**src/rtl/semaforo_peatonal.sv**
```systemverilog
// Pedestrian signal head slaved to the vehicle light's R/A/V lamps.
// Optional request path (pushbutton, synchroniser, SOL) enabled by defining SEM_PEA_REQ_EN.
module semaforo_peatonal #(
  parameter int GUARD_CYC  = 2,
  parameter int GREEN_CYC  = 8,
  parameter int BLINK_CYC  = 4,
  parameter int BLINK_HALF = 1,
  parameter int CW         = 8
) (
  input  logic CLK,
  input  logic RST,
  input  logic EN,
  input  logic R,
  input  logic A,
  input  logic V,
  input  logic P,
  output logic PR,
  output logic PV,
  output logic SOL,
  output logic ERR
);

  typedef enum logic [2:0] {
    APAGADO, ROJO, ESPERA, VERDE, PARPADEO, RETENCION, FALLO
  } st_t;

  localparam logic [CW-1:0] GUARD_LD = CW'(GUARD_CYC - 1);
  localparam logic [CW-1:0] GREEN_LD = CW'(GREEN_CYC - 1);
  localparam logic [CW-1:0] BLINK_LD = CW'(BLINK_CYC - 1);
  localparam logic [CW-1:0] HALF_LD  = CW'(BLINK_HALF - 1);
  localparam logic [CW-1:0] ONE      = CW'(1);

  st_t           st, nst;
  logic [CW-1:0] cnt, cnt_n;
  logic [CW-1:0] bcnt, bcnt_n;
  logic          bad_q;
  logic          fault, abort, expire, grant;
  logic          pr_n, pv_n, err_n;

  // Fault needs the previous sample invalid as well as the current one.
  assign fault  = EN && !$onehot({R, A, V}) && bad_q;
  assign abort  = (st == ESPERA || st == VERDE || st == PARPADEO) && !R;
  assign expire = (cnt == '0);

  always_comb begin
    nst = st;
    if (!EN) begin
      nst = APAGADO;
    end else if (fault) begin
      nst = FALLO;
    end else if (abort) begin
      nst = ROJO;
    end else begin
      case (st)
        APAGADO:   nst = ROJO;
        ROJO:      if (R && grant) nst = ESPERA;
        ESPERA:    if (expire) nst = VERDE;
        VERDE:     if (expire) nst = PARPADEO;
        PARPADEO:  if (expire) nst = RETENCION;
        RETENCION: if (!R) nst = ROJO;
        FALLO:     nst = FALLO;
        default:   nst = APAGADO;
      endcase
    end
  end

  // Phase counter: loaded with N-1 on entry, saturates at zero.
  always_comb begin
    cnt_n = '0;
    if (nst != st) begin
      case (nst)
        ESPERA:   cnt_n = GUARD_LD;
        VERDE:    cnt_n = GREEN_LD;
        PARPADEO: cnt_n = BLINK_LD;
        default:  cnt_n = '0;
      endcase
    end else if (cnt != '0) begin
      cnt_n = cnt - ONE;
    end
  end

  always_comb begin
    pr_n   = (nst == ROJO) || (nst == ESPERA) || (nst == RETENCION) || (nst == FALLO);
    err_n  = (nst == FALLO);
    pv_n   = 1'b0;
    bcnt_n = '0;
    if (nst == VERDE) begin
      pv_n = 1'b1;
    end else if (nst == PARPADEO) begin
      if (st != PARPADEO) begin
        pv_n   = 1'b1;
        bcnt_n = HALF_LD;
      end else if (bcnt == '0) begin
        pv_n   = ~PV;
        bcnt_n = HALF_LD;
      end else begin
        pv_n   = PV;
        bcnt_n = bcnt - ONE;
      end
    end
  end

  always_ff @(posedge CLK or negedge RST) begin
    if (!RST) begin
      st    <= APAGADO;
      cnt   <= '0;
      bcnt  <= '0;
      bad_q <= 1'b0;
      PR    <= 1'b0;
      PV    <= 1'b0;
      ERR   <= 1'b0;
    end else begin
      st    <= nst;
      cnt   <= cnt_n;
      bcnt  <= bcnt_n;
      bad_q <= EN && !$onehot({R, A, V});
      PR    <= pr_n;
      PV    <= pv_n;
      ERR   <= err_n;
    end
  end

`ifdef SEM_PEA_REQ_EN
  logic s1, s2, s3, rise, sol_n;

  assign rise  = s2 && !s3;
  assign grant = SOL;

  always_comb begin
    sol_n = SOL;
    if (nst == APAGADO || nst == FALLO) begin
      sol_n = 1'b0;
    end else if (abort) begin
      sol_n = 1'b1;
    end else if (nst == VERDE && st != VERDE) begin
      sol_n = 1'b0;
    end else if (rise && st != APAGADO && st != FALLO) begin
      sol_n = 1'b1;
    end
  end

  always_ff @(posedge CLK or negedge RST) begin
    if (!RST) begin
      s1  <= 1'b0;
      s2  <= 1'b0;
      s3  <= 1'b0;
      SOL <= 1'b0;
    end else begin
      s1  <= P;
      s2  <= s1;
      s3  <= s2;
      SOL <= sol_n;
    end
  end
`else
  logic unused_p;

  assign unused_p = P;
  assign grant    = 1'b1;
  assign SOL      = 1'b0;
`endif

endmodule

```
**config.mk**
```make
export PLATFORM = sky130hd
export DESIGN_NAME = semaforo_peatonal
export DESIGN_NICKNAME = d
export VERILOG_FILES = /design/src/rtl/semaforo_peatonal.sv
export SDC_FILE = /design/constraint.sdc
export NUM_CORES = 1
export LEC_CHECK = 0
export CAP_MARGIN = 20
export CELL_PAD_IN_SITES_DETAIL_PLACEMENT = 1
export CELL_PAD_IN_SITES_GLOBAL_PLACEMENT = 2
export CORE_ASPECT_RATIO = 1.2
export CORE_MARGIN = 4
export CORE_UTILIZATION = 39
export DETAILED_ROUTE_END_ITERATION = 6
export PLACE_DENSITY_LB_ADDON = 0.1
export SETUP_SLACK_MARGIN = 0.2
export SLEW_MARGIN = 10
export SYNTH_ARGS = -nofsm -noshare
export SYNTH_HDL_FRONTEND = slang
export SYNTH_SLANG_ARGS = --single-unit
```
**constraint.sdc**
```tcl
create_clock -name CLK -period 6.5 [get_ports CLK]
set_input_delay 1.95 -clock CLK [delete_from_list [all_inputs] [get_ports CLK]]
set_output_delay 1.95 -clock CLK [all_outputs]
set_load 0.03 [all_outputs]
```
==> metrics, run 1 <==
status complete, no violations; worst skew pair latency 270 ps; I/O Buffers 8; number of DRC markers in iteration 0 34; sequential share of power 0.364; DRC violations left 0; EDFF count, synth 0; Hold Path Depth 1; initial core utilization 0.401; die area 4440 um2; reg2reg path depth 8; post-DP HPWL ~2.2 mm; final hold violation count 0; logic gate share of total power 0.472; Global Route Usage Sum 0.149; overall power 0.557 mW; Core ar. 3340 um2; CTS tree built; global-route wire length before repair 5.02 mm; Die H 72.2 um; Crit. End Element flop; RSZ-0062 raised after global routing no; synth unique cells 42; largest net degree at the start of global routing 24; WP data required between 6000 and 7000 ps; placer congestion estimate 0.748; Slew HR 0.634; CP Class in -> reg; Synth Instances 137; Cell Rows 23; Max IR drop VDD 0.171 mV; CP max FO 8; Sw Pwr between 0.2 and 0.25 mW; syn_area_per_cell 9.78 um2; total CTS buffers 3; P_leak 0.717 nW; Hold Crit Class reg -> reg; final setup vio count 0; sw frac 0.413; DRT Pass-1 Iters 4; worst slew pin tran 547 ps; vias in the first global route 1,106; CTS Root Cell clkbuf_8; sequential-to-total area share from yosys stat 0.430; asr flop ratio synth 1.00; average vias per placed instance ~5.3; MaxCap Viol Count 0; CTS resizes 0; fin nets 156; top_reg_cell synth dfrtp_1; crit start category primary input; crit path time final ~4600 ps; clk_skew about 15 ps; fin cells ~180; Reg clk slew, reported paths 80 ps; Routed Antenna Nets 0; fmax about 220 MHz; I/O pin count 11; WL final between 2 and 3 mm; diodes inserted 0; Pint 0.327 mW; Max Slew Vio Count 0; pre-CTS WS 1530 ps; Yosys reg bits 23; Clock power frac 0.163; die width between 60 and 70 um; Filler cells 378; H-tree depth 1; Synth warnings 0; period utilization 0.710; area of the multi-input gates slightly below 700 um2; Clock Path Buffers 2; sum of negative setup slack 0 ps; hold buffers post-CTS 0; Sink Count 23; antenna violations before repair 0; placed instance count around 180; final worst slack 1890 ps; drt wl/cell 15.7 um; PwrDens 377 nW/um2; Worst Path Arrival between 4000 and 5000 ps; Syn Nets between 100 and 150; most frequent cells in the layout dfrtp_1, nor2_1, nand2_1; final core occ 0.443; Setup Fix Bufs, Post-CTS 0; Netlist Area Pre-Place 1340 um2; FF/Latch Area roughly 580 um2; gr ovfl total 0; routed vias 967; area grow syn2layout 10.3%; share of cells above drive strength 1 0.104
==> state kept, by name (all words and copies together) (netlist names) <==
name / count
bcnt: 8
cnt: 8
st: 3
ERR: 1
PR: 1
PV: 1
bad_q: 1
==> final timing paths <==
kind                              start  endpoint  slack [ps]
min in group asynchronous           RST    cnt[5]        1920
max in group asynchronous           RST       ERR        4150
worst min register to register  bcnt[0]   bcnt[0]         510
worst min-delay path            bcnt[0]   bcnt[0]         510
worst max register to register   cnt[0]   bcnt[0]        3720
worst max-delay path                  R   bcnt[0]        1890
==> per-layer routing <==
metal,track usage,vias to the layer above,part of all wire
met2,0.270,5,0.55
met1,0.178,486,0.42
met3,0.0214,2,0.023
li1,-,474,-
met4,0.0354,0,0.0071
met5,0,-,0
==> cells in the mapped netlist, drive strengths merged, types with 2 or more instances <==
master	instances	area [um2]
and2	3	18.8
nand4	2	12.5
xor2	5	43.8
nand3	3	15.0
o21ai	5	25.0
or2	2	12.5
nor3	5	30.0
inv	7	26.3
dfrtp	23	576
nand3b	5	37.5
a21oi	3	15.0
buf	5	48.8
mux2i	2	20.0
nand2	10	37.5
xnor2	8	70.1
ha	3	37.5
nor2	23	86.3
or4	2	15.0
==> stage by stage <==
step                hold slack, ps  area [um2]
floorplan                      450        1340
global placement               489        1410
detailed placement             514        1410
CTS                            525        1460
global route                   568        1480
finish                         514        1480
==> critical path, stage by stage <==
cell	delay [ps]
clkdlybuf4s50_1	530
fa_1	550
or2b_2	330
a32oi_1	260
o21ai_1	220
nor3b_1	390
nand4_1	370
nor2_1	200
==> cell families after synthesis <==
kind of cell | count (synthesis) | share of synthesized area
buf+inv | 13 | 0.0588
xor+xnor | 13 | 0.0850
mux | 3 | 0.0261
simple gates | 62 | 0.250
compound gates | 18 | 0.105
other cells | 1 | 0.00280
flops | 23 | 0.430
fa+ha+maj | 4 | 0.0430
==> power by group through the flow <==
stage / sequential (mW) / clock, mW / combinational (mW)
6_report: 0.203 / 0.0909 / 0.263
5_1_grt: 0.207 / 0.101 / 0.299
4_1_cts: 0.203 / 0.0946 / 0.267
3_5_place_dp: 0.206 / 0 / 0.264
3_3_place_gp: 0.205 / 0 / 0.260
2_1_floorplan: 0.203 / 0 / 0.225
==> layout make-up <==
type                    instances  area share
multi-input cells             101       0.464
clock inverters                 1     0.00508
well taps                      37      0.0313
inverters                       7      0.0178
clock buffers                   3      0.0279
flip-flops and latches         23       0.389
repair buffers                  9      0.0644
Power figures use the tool's default switching activity.
==> run 2, diff against run 1 <==
--- a/config.mk
+++ b/config.mk
@@ -10,7 +10,7 @@
 export CELL_PAD_IN_SITES_GLOBAL_PLACEMENT = 2
 export CORE_ASPECT_RATIO = 1.2
 export CORE_MARGIN = 4
-export CORE_UTILIZATION = 39
+export CORE_UTILIZATION = 33
 export DETAILED_ROUTE_END_ITERATION = 6
 export PLACE_DENSITY_LB_ADDON = 0.1
 export SETUP_SLACK_MARGIN = 0.2
==> constraint.sdc (replaced) <==
create_clock -name CLK -period 3.8 [get_ports CLK]
set_input_delay 1.14 -clock CLK [delete_from_list [all_inputs] [get_ports CLK]]
set_output_delay 1.14 -clock CLK [all_outputs]
set_load 0.03 [all_outputs]
==> run 2 against run 1 <==
  * Count of clock-buffer cells in the layout rose by 1
  * Wire length is 0.74% higher
  * Total power increased by 74%
  * Critical path type unchanged
  * Die area increased by 16%
  * Via count increased by 5.4%
  * Clock power grew 63%
  * Sequential power rose by 72%
  * Global-route usage is 2.3 points lower
  * Clock skew is 12 ps lower
  * Utilization decreased by 4.5 points
  * Non-clock buffer count rose by 8
==> metrics, run 2 (synthesis results as in run 1) <==
status complete, no violations; RSZ-0062 raised after global routing no; reg-to-reg slack, setup 1360 ps (-2360 ps); WP data required 3970 ps (-2710 ps); registers with the most flip-flops bcnt: 8 flops, cnt: 8 flops, st: 3 flops; overall power 0.970 mW (+74%); CP Class in -> reg; Clock Path Buffers 2 (unchanged); crit path time final 3450 ps; average vias per placed instance 4.95 (-7.4%); final setup vio count 0 (unchanged); gr ovfl total 0 (unchanged); die area 5150 um2 (+16%); antenna violations before repair 0 (unchanged); routed vias 1,019 (+5.4%); post-DP HPWL 2.19 mm (+0.36%); Max IR drop VDD 0.199 mV (+16%); diodes inserted 0 (unchanged); Reg clk slew, reported paths 80 ps (about the same); DRC violations left 0 (unchanged); MaxCap Viol Count 0 (unchanged); max incr delay on CP 520 ps (-30 ps); Hold Crit Class reg -> reg; placer congestion estimate 0.800 (+7.0%); worst path cell trace clkdlybuf4s50_1 > fa_1 > or2b_4 > a221oi_4 > o221a_4 > xnor2_1 > a211o_1 > buf_4 > nor3_1; largest net degree at the start of global routing 24 (unchanged); most frequent cells in the layout dfrtp_1, nor2_1, nand2_1; final core occ 0.397 (-0.0452); Critical Path Source R; number of DRC markers in iteration 0 44 (+29%); CP max FO 7 (-1); WL final 2.86 mm (+0.74%); fin nets 164 (+5.1%); reg2reg path depth 11 (+3); Sink Count 23 (unchanged); hold endpoint bcnt[0]; vias in the first global route 1,094 (-1.1%); P_leak 0.759 nW (+5.8%); Crit-path slowest cell fa_1; worst skew pair latency 260 ps (about the same); total CTS buffers 3 (unchanged); initial core utilization 0.340 (-0.0614); crit start category primary input; Max Slew Vio Count 0 (unchanged); CTS Root Cell clkbuf_8; Filler cells 476 (+26%); die width 66.2 um (+7.6%); Crit. End Element flop; I/O Buffers 8 (unchanged); fmax around 290 MHz; Die H 77.8 um (+7.7%); Worst Path Arrival 3630 ps (-1160 ps); PwrDens 619 nW/um2 (+64%); pre-CTS WS -116 ps (-1650 ps); Routed Antenna Nets 0 (unchanged); period utilization 0.909; final hold violation count 0 (unchanged); Cell Rows 25 (+8.7%); Hold Path Depth 1 (unchanged); drt wl/cell 13.9 um (-11%); CTS tree built; H-tree depth 1 (unchanged); share of cells above drive strength 1 0.151 (+0.0471); Global Route Usage Sum 0.126 (-0.0227); I/O pin count 11 (unchanged); Core ar. 3940 um2 (+18%); Hold Startpoint bcnt[0]; global-route wire length before repair 5.09 mm (+1.4%); R2R Path End bcnt[7]; final worst slack 346 ps (-1540 ps); DRT Pass-1 Iters 3 (-1); area grow syn2layout 16.9%; clk_skew 3.94 ps (-11.5 ps); RR Startpoint cnt[0]
run 2: worst max-delay path: cells and delay by family:
family	cells	cell delay (ps)
and+or+nand+nor	2	460
buffers and inverters	2	630
AOI/OAI and AO/OA	3	810
adders and majority gates	1	520
xor gates and xnor gates	1	70
run 2: metrics by stage:
step	hold WS (ps)	instances	instance area, um2	setup TNS (ps)
3_5_place_dp	499	200	1490	-1090
3_3_place_gp	490	200	1490	-457
6_report	501	206	1570	0
5_1_grt	545	206	1570	0
4_1_cts	505	205	1550	0
2_1_floorplan	450	137	1340	0
run 2: layer usage:
| metal | part of all wire | track usage | routed length (um) |
|---|---|---|---|
| met3 | 0.021 | 0.0246 | 59 |
| met4 | 0.0088 | 0.0366 | 25 |
| met1 | 0.45 | 0.159 | 1270 |
| met5 | 0 | 0 | 0 |
| met2 | 0.52 | 0.214 | 1500 |
run 2: layout make-up:
cell class | instances | area, um2 | share of cell area
clock buffer | 4 | 45.0 | 0.0288
inverter | 7 | 26.3 | 0.0168
tap | 54 | 67.6 | 0.0431
sequential | 23 | 576 | 0.367
multi-input combinational | 101 | 704 | 0.450
timing repair buffer | 17 | 148 | 0.0942
run 2: repair_timing:
action	CTS	global route
endpoints found under the setup margin	10	12
pin swaps	1	1
resized for setup	1	2
hold buffers	0	0
buffers inserted	1	1
run 2: worst max path at each step:
stage / slack (ps) / to
global route: 230 / cnt[3]
detailed placement: -120 / bcnt[7]
global placement: -50 / bcnt[4]
CTS: 210 / cnt[5]
floorplan: 440 / cnt[0]
finish: 350 / cnt[5]
run 2: power breakdown:
part	switching, mW	internal [mW]
Clock	0.0734	0.0746
Sequential	0.0603	0.289
Combinational	0.257	0.216
Total	0.390	0.580
==> run 3, diff against run 2 <==
--- a/config.mk
+++ b/config.mk
@@ -10,7 +10,8 @@
 export CELL_PAD_IN_SITES_GLOBAL_PLACEMENT = 2
 export CORE_ASPECT_RATIO = 1.2
 export CORE_MARGIN = 4
-export CORE_UTILIZATION = 33
+export CORE_UTILIZATION = 34
+export CTS_BUF_LIST = sky130_fd_sc_hd__clkbuf_2 sky130_fd_sc_hd__clkbuf_4 sky130_fd_sc_hd__clkbuf_8
 export DETAILED_ROUTE_END_ITERATION = 6
 export PLACE_DENSITY_LB_ADDON = 0.1
 export SETUP_SLACK_MARGIN = 0.2
==> run 3 against run 2 <==
  * Total power is 3.8% higher
  * Sequential power barely moved
  * Worst hold slack worse by 21 ps
  * Via count fell by 0.88%
  * Utilization increased by 3.2 points
  * Count of clock-buffer cells in the layout fell by 1
  * Clock power rose by 5%
  * Worst setup slack lost 100 ps
  * Maximum frequency down 2.9%
  * Design area up 2.1%
  * Global-route usage grew 0.73 points
  * First-iteration DRC count fell by 36%
  * Largest power group unchanged
==> metrics, run 3 (synthesis results as in run 1) <==
final hold violation count 0 (unchanged); period utilization 0.936 (+0.0275); die width 65.3 um (-1.3%); die area 5010 um2 (-2.6%); CP Class in -> reg; hold endpoint bcnt[0]; I/O pin count 11 (unchanged); Crit-path slowest cell fa_1; area grow syn2layout 19.3%; most frequent cells in the layout dfrtp_1, nor2_1, buf_4; final core occ 0.429 (+0.0320); sum of negative setup slack 0 ps (unchanged); worst path cell trace clkdlybuf4s50_1 > fa_1 > or2b_2 > buf_4 > nand3_1 > o211ai_1 > buf_4 > buf_4 > xnor2_1 > o21ai_0 > mux2_4; R2R Path End bcnt[3]; fin cells 207 (+0.49%); Crit. End Element flop; PwrDens 630 nW/um2 (+1.7%); status complete, no violations; MaxCap Viol Count 0 (unchanged); placer congestion estimate 0.726 (-9.2%); crit start category primary input; RSZ-0062 raised after global routing yes; Cell Rows 24 (-4.0%); Max IR drop VDD 0.222 mV (+12%); routed vias 1,010 (-0.88%); antenna violations before repair 0 (unchanged); number of DRC markers in iteration 0 28 (-36%); share of cells above drive strength 1 0.194 (+0.0422); Clock Path Buffers 2 (unchanged); worst skew pair latency 270 ps (about the same); placed instance count 200 (unchanged); final worst slack 241 ps (-105 ps); Hold Startpoint bcnt[0]; average vias per placed instance 4.88 (-1.4%); final setup vio count 0 (unchanged); H-tree depth 1 (unchanged); diodes inserted 0 (unchanged); critical path depth 11 (+2); I/O Buffers 8 (unchanged); Max Slew Vio Count 0 (unchanged); Die H 76.8 um (-1.3%); reg-to-reg slack, setup 1300 ps (-60 ps); Routed Antenna Nets 0 (unchanged); initial core utilization 0.360 (+0.0199); hold buffers post-CTS 0 (unchanged); largest net degree at the start of global routing 24 (unchanged); Core ar. 3720 um2 (-5.5%); fmax 281 MHz (-2.9%); CTS tree built; CTS Root Cell clkbuf_8; Global Route Usage Sum 0.133 (+0.00732); CP max FO 4 (-3); crit path time final 3560 ps (+105 ps); vias in the first global route 1,075 (-1.7%); Sink Count 23 (unchanged); global-route wire length before repair 5.13 mm (+0.94%); fin nets 167 (+1.8%); post-DP HPWL 2.19 mm (+0.19%); DRT Pass-1 Iters 4 (+1); Reg clk slew, reported paths 90 ps (about the same); Filler cells 449 (-5.7%); RR Startpoint cnt[0]; FF/Latch Area 576 um2 (unchanged); Hold Crit Class reg -> reg; area of the multi-input gates 716 um2 (+1.6%); Buf/Inv on CP 4 (+2); clk_skew 5.00 ps (+1.05 ps); max incr delay on CP 540 ps (+20 ps); WL final 2.93 mm (+2.6%); CP delay by family, top buffers and inverters; P_leak 0.778 nW (+2.5%); Critical Path Source A; gr ovfl total 0 (unchanged); total CTS buffers 3 (unchanged); Worst Path Arrival 3710 ps (+80 ps); reg2reg path depth 11 (unchanged); drt wl/cell 14.1 um (+2.1%); DRC violations left 0 (unchanged); Hold Path Depth 1 (unchanged); registers with the most flip-flops bcnt: 8 flops, cnt: 8 flops, st: 3 flops; most used cell, CP buf_4; pre-CTS WS -166 ps (-50.2 ps); WP data required 3950 ps (-20 ps)
run 3: final cells by class:
type | count | area share
clock buffer | 3 | 0.0258
clock inverter | 1 | 0.00313
inverter | 7 | 0.0164
multi-input combinational | 101 | 0.448
sequential | 23 | 0.360
tap | 52 | 0.0407
timing repair buffer | 20 | 0.106
run 3: repair_timing:
| action | 4_1_cts | 5_1_grt |
|---|---|---|
| hold endpoints to repair | 0 | 0 |
| endpoints found under the setup margin | 9 | 10 |
| setup buffers | 1 | 2 |
| pin swaps | 1 | 3 |
| resized for setup | 1 | 4 |
run 3: report_power, final:
part	internal, mW	switching (mW)
sequential	0.289	0.0604
clock	0.0733	0.0820
combinational	0.227	0.275
total	0.590	0.417
run 3: routing by layer:
metal	vias to the layer above	share of wire	track usage	wire length, um
met5	-	0	0	0
met2	9	0.51	0.219	1490
met1	500	0.45	0.170	1330
met3	4	0.018	0.0219	54
li1	497	-	-	-
met4	0	0.019	0.0560	56
run 3: worst max path at each step:
stage | to | slack [ps]
after detailed placement | bcnt[5] | -170
after global routing | cnt[0] | 160
after floorplan | cnt[0] | 440
final | cnt[0] | 240
after global placement | bcnt[4] | -90
after CTS | cnt[3] | 210
run 3: per-stage QoR:
stage                     instance area (um2)  hold slack [ps]  power [mW]
after global placement                   1500              470       0.824
after CTS                                1570              489       0.998
after detailed placement                 1500              480       0.832
after floorplan                          1340              450       0.732
after global routing                     1600              528        1.09
final                                    1600              480        1.01
